===== src/rtl/gpc_column_accumulator.sv =====
// Sums NUM_SAMPLES (2,2,3) counter results through a two-stage pipeline and
// presents the sum, sample count and sticky carry flag under a valid/ready handshake.
module gpc_column_accumulator #(
  parameter int NUM_SAMPLES = 16,
  parameter int ACC_W       = 8,
  localparam int CNT_W      = $clog2(NUM_SAMPLES + 1)
) (
  input  logic             clk,
  input  logic             rst,
  input  logic             in_valid,
  output logic             in_ready,
  input  logic [3:0]       in_o,
  input  logic             in_flush,
  output logic             out_valid,
  input  logic             out_ready,
  output logic [ACC_W-1:0] out_sum,
  output logic [CNT_W-1:0] out_count,
  output logic             out_ovf
);

  typedef enum logic [1:0] {ACCUM, DRAIN, HOLD} state_t;

  state_t             state;
  state_t             next_state;
  logic               s1_valid;
  logic [3:0]         s1_data;
  logic [ACC_W-1:0]   acc;
  logic [CNT_W-1:0]   count;
  logic               ovf;
  logic               accept;
  logic               release_res;
  logic [CNT_W-1:0]   cnt_inc;
  logic [ACC_W:0]     sum_ext;

  assign accept      = in_valid & in_ready;
  assign release_res = out_valid & out_ready;
  assign cnt_inc     = count + CNT_W'(1);
  assign sum_ext     = {1'b0, acc} + (ACC_W + 1)'(s1_data);

  // Next-state logic; a sample accepted on the flush edge still joins this result.
  always_comb begin
    next_state = state;
    case (state)
      ACCUM: begin
        if (accept && (cnt_inc == CNT_W'(NUM_SAMPLES))) begin
          next_state = DRAIN;
        end else if (in_flush && ((count != CNT_W'(0)) || accept)) begin
          next_state = DRAIN;
        end else begin
          next_state = ACCUM;
        end
      end
      DRAIN: next_state = HOLD;
      HOLD: begin
        if (release_res) begin
          next_state = ACCUM;
        end else begin
          next_state = HOLD;
        end
      end
      default: next_state = ACCUM;
    endcase
  end

  // State register with registered handshake flags decoded from the next state.
  always_ff @(posedge clk or posedge rst) begin
    if (rst) begin
      state     <= ACCUM;
      in_ready  <= 1'b0;
      out_valid <= 1'b0;
    end else begin
      state     <= next_state;
      in_ready  <= (next_state == ACCUM);
      out_valid <= (next_state == HOLD);
    end
  end

  // Stage 1: capture the accepted sample.
  always_ff @(posedge clk or posedge rst) begin
    if (rst) begin
      s1_valid <= 1'b0;
      s1_data  <= 4'd0;
    end else begin
      s1_valid <= accept;
      if (accept) begin
        s1_data <= in_o;
      end
    end
  end

  // Stage 2: accumulate with wrap-around; the carry flag is sticky until the result is taken.
  always_ff @(posedge clk or posedge rst) begin
    if (rst) begin
      acc   <= '0;
      count <= '0;
      ovf   <= 1'b0;
    end else if (release_res) begin
      acc   <= '0;
      count <= '0;
      ovf   <= 1'b0;
    end else begin
      if (s1_valid) begin
        acc <= sum_ext[ACC_W-1:0];
        ovf <= ovf | sum_ext[ACC_W];
      end
      if (accept) begin
        count <= cnt_inc;
      end
    end
  end

  assign out_sum   = acc;
  assign out_count = count;
  assign out_ovf   = ovf;

endmodule

===== config.mk =====
export PLATFORM = sky130hd
export DESIGN_NAME = gpc_column_accumulator
export DESIGN_NICKNAME = d
export VERILOG_FILES = /design/src/rtl/gpc_column_accumulator.sv
export SDC_FILE = /design/constraint.sdc
export NUM_CORES = 1
export LEC_CHECK = 0
export CAP_MARGIN = 20
export CORE_ASPECT_RATIO = 1.75
export CORE_MARGIN = 4
export CORE_UTILIZATION = 50
export CTS_CLUSTER_DIAMETER = 30
export DETAILED_ROUTE_END_ITERATION = 10
export PLACE_DENSITY = 0.87
export SYNTH_ARGS = -nofsm -noshare
export SYNTH_HDL_FRONTEND = slang
export SYNTH_SLANG_ARGS = --single-unit

===== constraint.sdc =====
create_clock -name clk -period 3.35 [get_ports clk]
set_input_delay 0.335 -clock clk [delete_from_list [all_inputs] [get_ports clk]]
set_output_delay 0.335 -clock clk [all_outputs]
set_load 0.05 [all_outputs]

==> results.yml <==
run_status:
  outcome: "completed"
layout:
  final_cells: 157
  fill_cells: 182
  drive_above_1_share: 0.05303
  fin_nets: 150
  postLayoutCoreUtil: 0.6472
  antenna_cells: 0
  layout-area-overhead-vs-synth_pct: 24.31
timing:
  setup_viol: 0
  finalCriticalPeriod_ns: 1.997
  worst_slack_ns: 1.353
  rsz0062_at_grt: "no"
  max_freq_mhz: 500.7
  finClkSkew_ns: 0.004175
  final_max_slew_viol_count: 0
  hold_violations: 0
  tightest_slew_ns: 0.8620
  holdWs_ns: 0.4979
  post-route-period-util: 0.5962
  relSlewSlack: 0.4247
  tns_ns: 0
power_and_ir_drop:
  clock_power_share: 0.119
  power_density_nw_per_um2: 982.3
  p_sw_frac: 0.4610
  p_leak_uw: 0.0006388
  seqPwrFrac: 0.342
  internal_power_uw: 779.1
  ir_worst_vdd_mv: 0.6449
  power_switching_uw: 666.3
  pwr-share-comb: 0.539
cts:
  clk_path_buf_depth: 2
  htree_levels: 1
  cts_tree: "yes"
  clock_sinks: 23
  post_cts_buffers: 0
  clk_pin_slew_ns: 0.08
  cts_buffers: 3
  clock_latency_ns: 0.26
  cts_resized: 0
  root_buffer: "clkbuf_8"
  cts_hold_buf: 0
placed_design:
  place_congestion: 0.7349
  post-dp-hpwl_um: 1907
  dp.cells: 153
  portBuffers: 24
  post-place-ws_ns: 1.372
worst_setup_path:
  cp_cell_sequence: "clkdlybuf4s50_1"
  arrival_ns: 1.66
  slowest_delay_ns: 0.87
  path_buf_inv: 1
  cp_max_fo: 8
  crit_path_start_kind: "register"
  worstSetupPathType: "register to primary output"
  required_ns: 3.01
  cp_slowest_cell: "clkdlybuf4s50_1"
  crit_family: "buffers and inverters"
  endpoint_kind: "primary output"
routing:
  dr_total_vias: 894
  first_pass_iters: 2
  drc: 0
  viasPerCell: 5.694
  drtAntennaViolNets: 0
  routed_wl_um: 2434
  wl_per_cell_um: 15.50
  drt-initial-drc-count: 19
synth:
  async_reset_ff_frac: 1.000
  synth.area.top_cells: "dfrtp_1 (49%), ha_1 (7.4%), nor2_1 (4.4%)"
  postSynthCellCount: 109
  seq_area_frac_synth: 0.4863
  yosys.area.top_type: "dfrtp_1"
  yosys_warnings: 0
  synth_edf_count: 0
  synth.avg_cell_area_um2: 10.86
  syn-cell-area_um2: 1184
  syn_nets: 126
  synth_top_area_share: 0.4863
  synth_seq_cells: 23
  synth_ff_type: "dfrtp_1"
  yosysMostFrequentCell: "dfrtp_1"
  synthTopCellsByCount: "dfrtp_1 (23), nor2_1 (14), ha_1 (7)"
  ys_types: 32
worst_hold_path:
  hold_path.class: "register to register"
global_route:
  antenna_found_initial: 0
  gr-total-overflow: 0
  grt_pass1_wl_um: 4402
  grt_max_degree: 24
  track_usage: 0.1804
  grt_pass1_vias: 1023
die:
  die_h_um: 72.37
  core-area_um2: 2273
  io_pins: 25
  start_util: 0.5206
  die_w_um: 44.78
  dieArea_um2: 3241
  num_rows: 23
flow_run:
  cap_violations: 0
-- power groups by stage --
stage | clock [uW] | sequential [uW] | combinational [uW]
after floorplan | 0 | 673 | 393
after global placement | 0 | 491 | 752
after detailed placement | 0 | 502 | 786
after CTS | 176 | 497 | 787
after global routing | 189 | 521 | 850
final | 172 | 495 | 779
-- placed cells by master, fill, tap and decap left out, types with 4 or more instances in the layout --
| cell | count |
|---|---|
| clkdlybuf4s50_1 | 24 |
| dfrtp_1 | 23 |
| nor2_1 | 14 |
| ha_1 | 7 |
| xnor2_1 | 6 |
| nand2_1 | 6 |
| nand4_1 | 4 |
| a21oi_1 | 4 |
| xor2_1 | 4 |
| mux2_1 | 4 |
-- metrics by stage --
stage	instance area, um2	total power [uW]
final	1471	1445
after global routing	1471	1561
after CTS	1471	1460
after detailed placement	1426	1288
after global placement	1426	1243
after floorplan	1184	1066
-- kinds of logic (layout without fill, tap and decap cells) --
family / count (synthesis) / after routing / share of synthesized area
AOI/OAI and AO/OA: 15 / 15 / 0.08563
xor gates and xnor gates: 10 / 10 / 0.07399
adders and majority gates: 8 / 8 / 0.09091
buffers and inverters: 8 / 31 / 0.03383
DFF: 23 / 23 / 0.4863
muxes: 8 / 8 / 0.07399
and+or+nand+nor: 37 / 37 / 0.1554
-- sequential cells by signal (all words and copies together) (netlist names) --
signal and cells:
in_ready 1, out_count 5, out_ovf 1, out_sum 8
out_valid 1, s1_data 4, s1_valid 1, state 2
-- cell type report --
class	count	area, um2	share of cell area
well taps	25	31.28	0.02126
flip-flops and latches	23	575.6	0.3912
inverters	3	11.26	0.007653
repair buffers	24	240.2	0.1633
multi-input cells	78	568.0	0.3861
clock buffers	4	45.04	0.03061
-- final timing paths --
| kind | from | end | slack [ns] | depth (start not counted) |
|---|---|---|---|---|
| max | out_count[2] | out_count[2] | 1.35 | 1 |
| min | s1_data[2] | s1_data[2] | 0.50 | 1 |
| min reg2reg | s1_data[2] | s1_data[2] | 0.50 | 1 |
| min in group asynchronous | rst | out_valid | 0.55 | 2 |
| max reg2reg | out_sum[0] | out_ovf | 1.48 | 6 |
| max in group asynchronous | rst | out_count[2] | 2.26 | 2 |
-- per-layer routing --
metal  vias to the layer above  part of all wire  global-route usage  routed length (um)
met1                       449              0.36              0.1977                 865
met2                        18              0.59              0.3312                1441
met5                         -                 0                   0                   0
met4                         0             0.024             0.07818                  59
li1                        420                 -                   -                   -
met3                         7             0.028             0.02233                  69
Power figures use the tool's default switching activity.
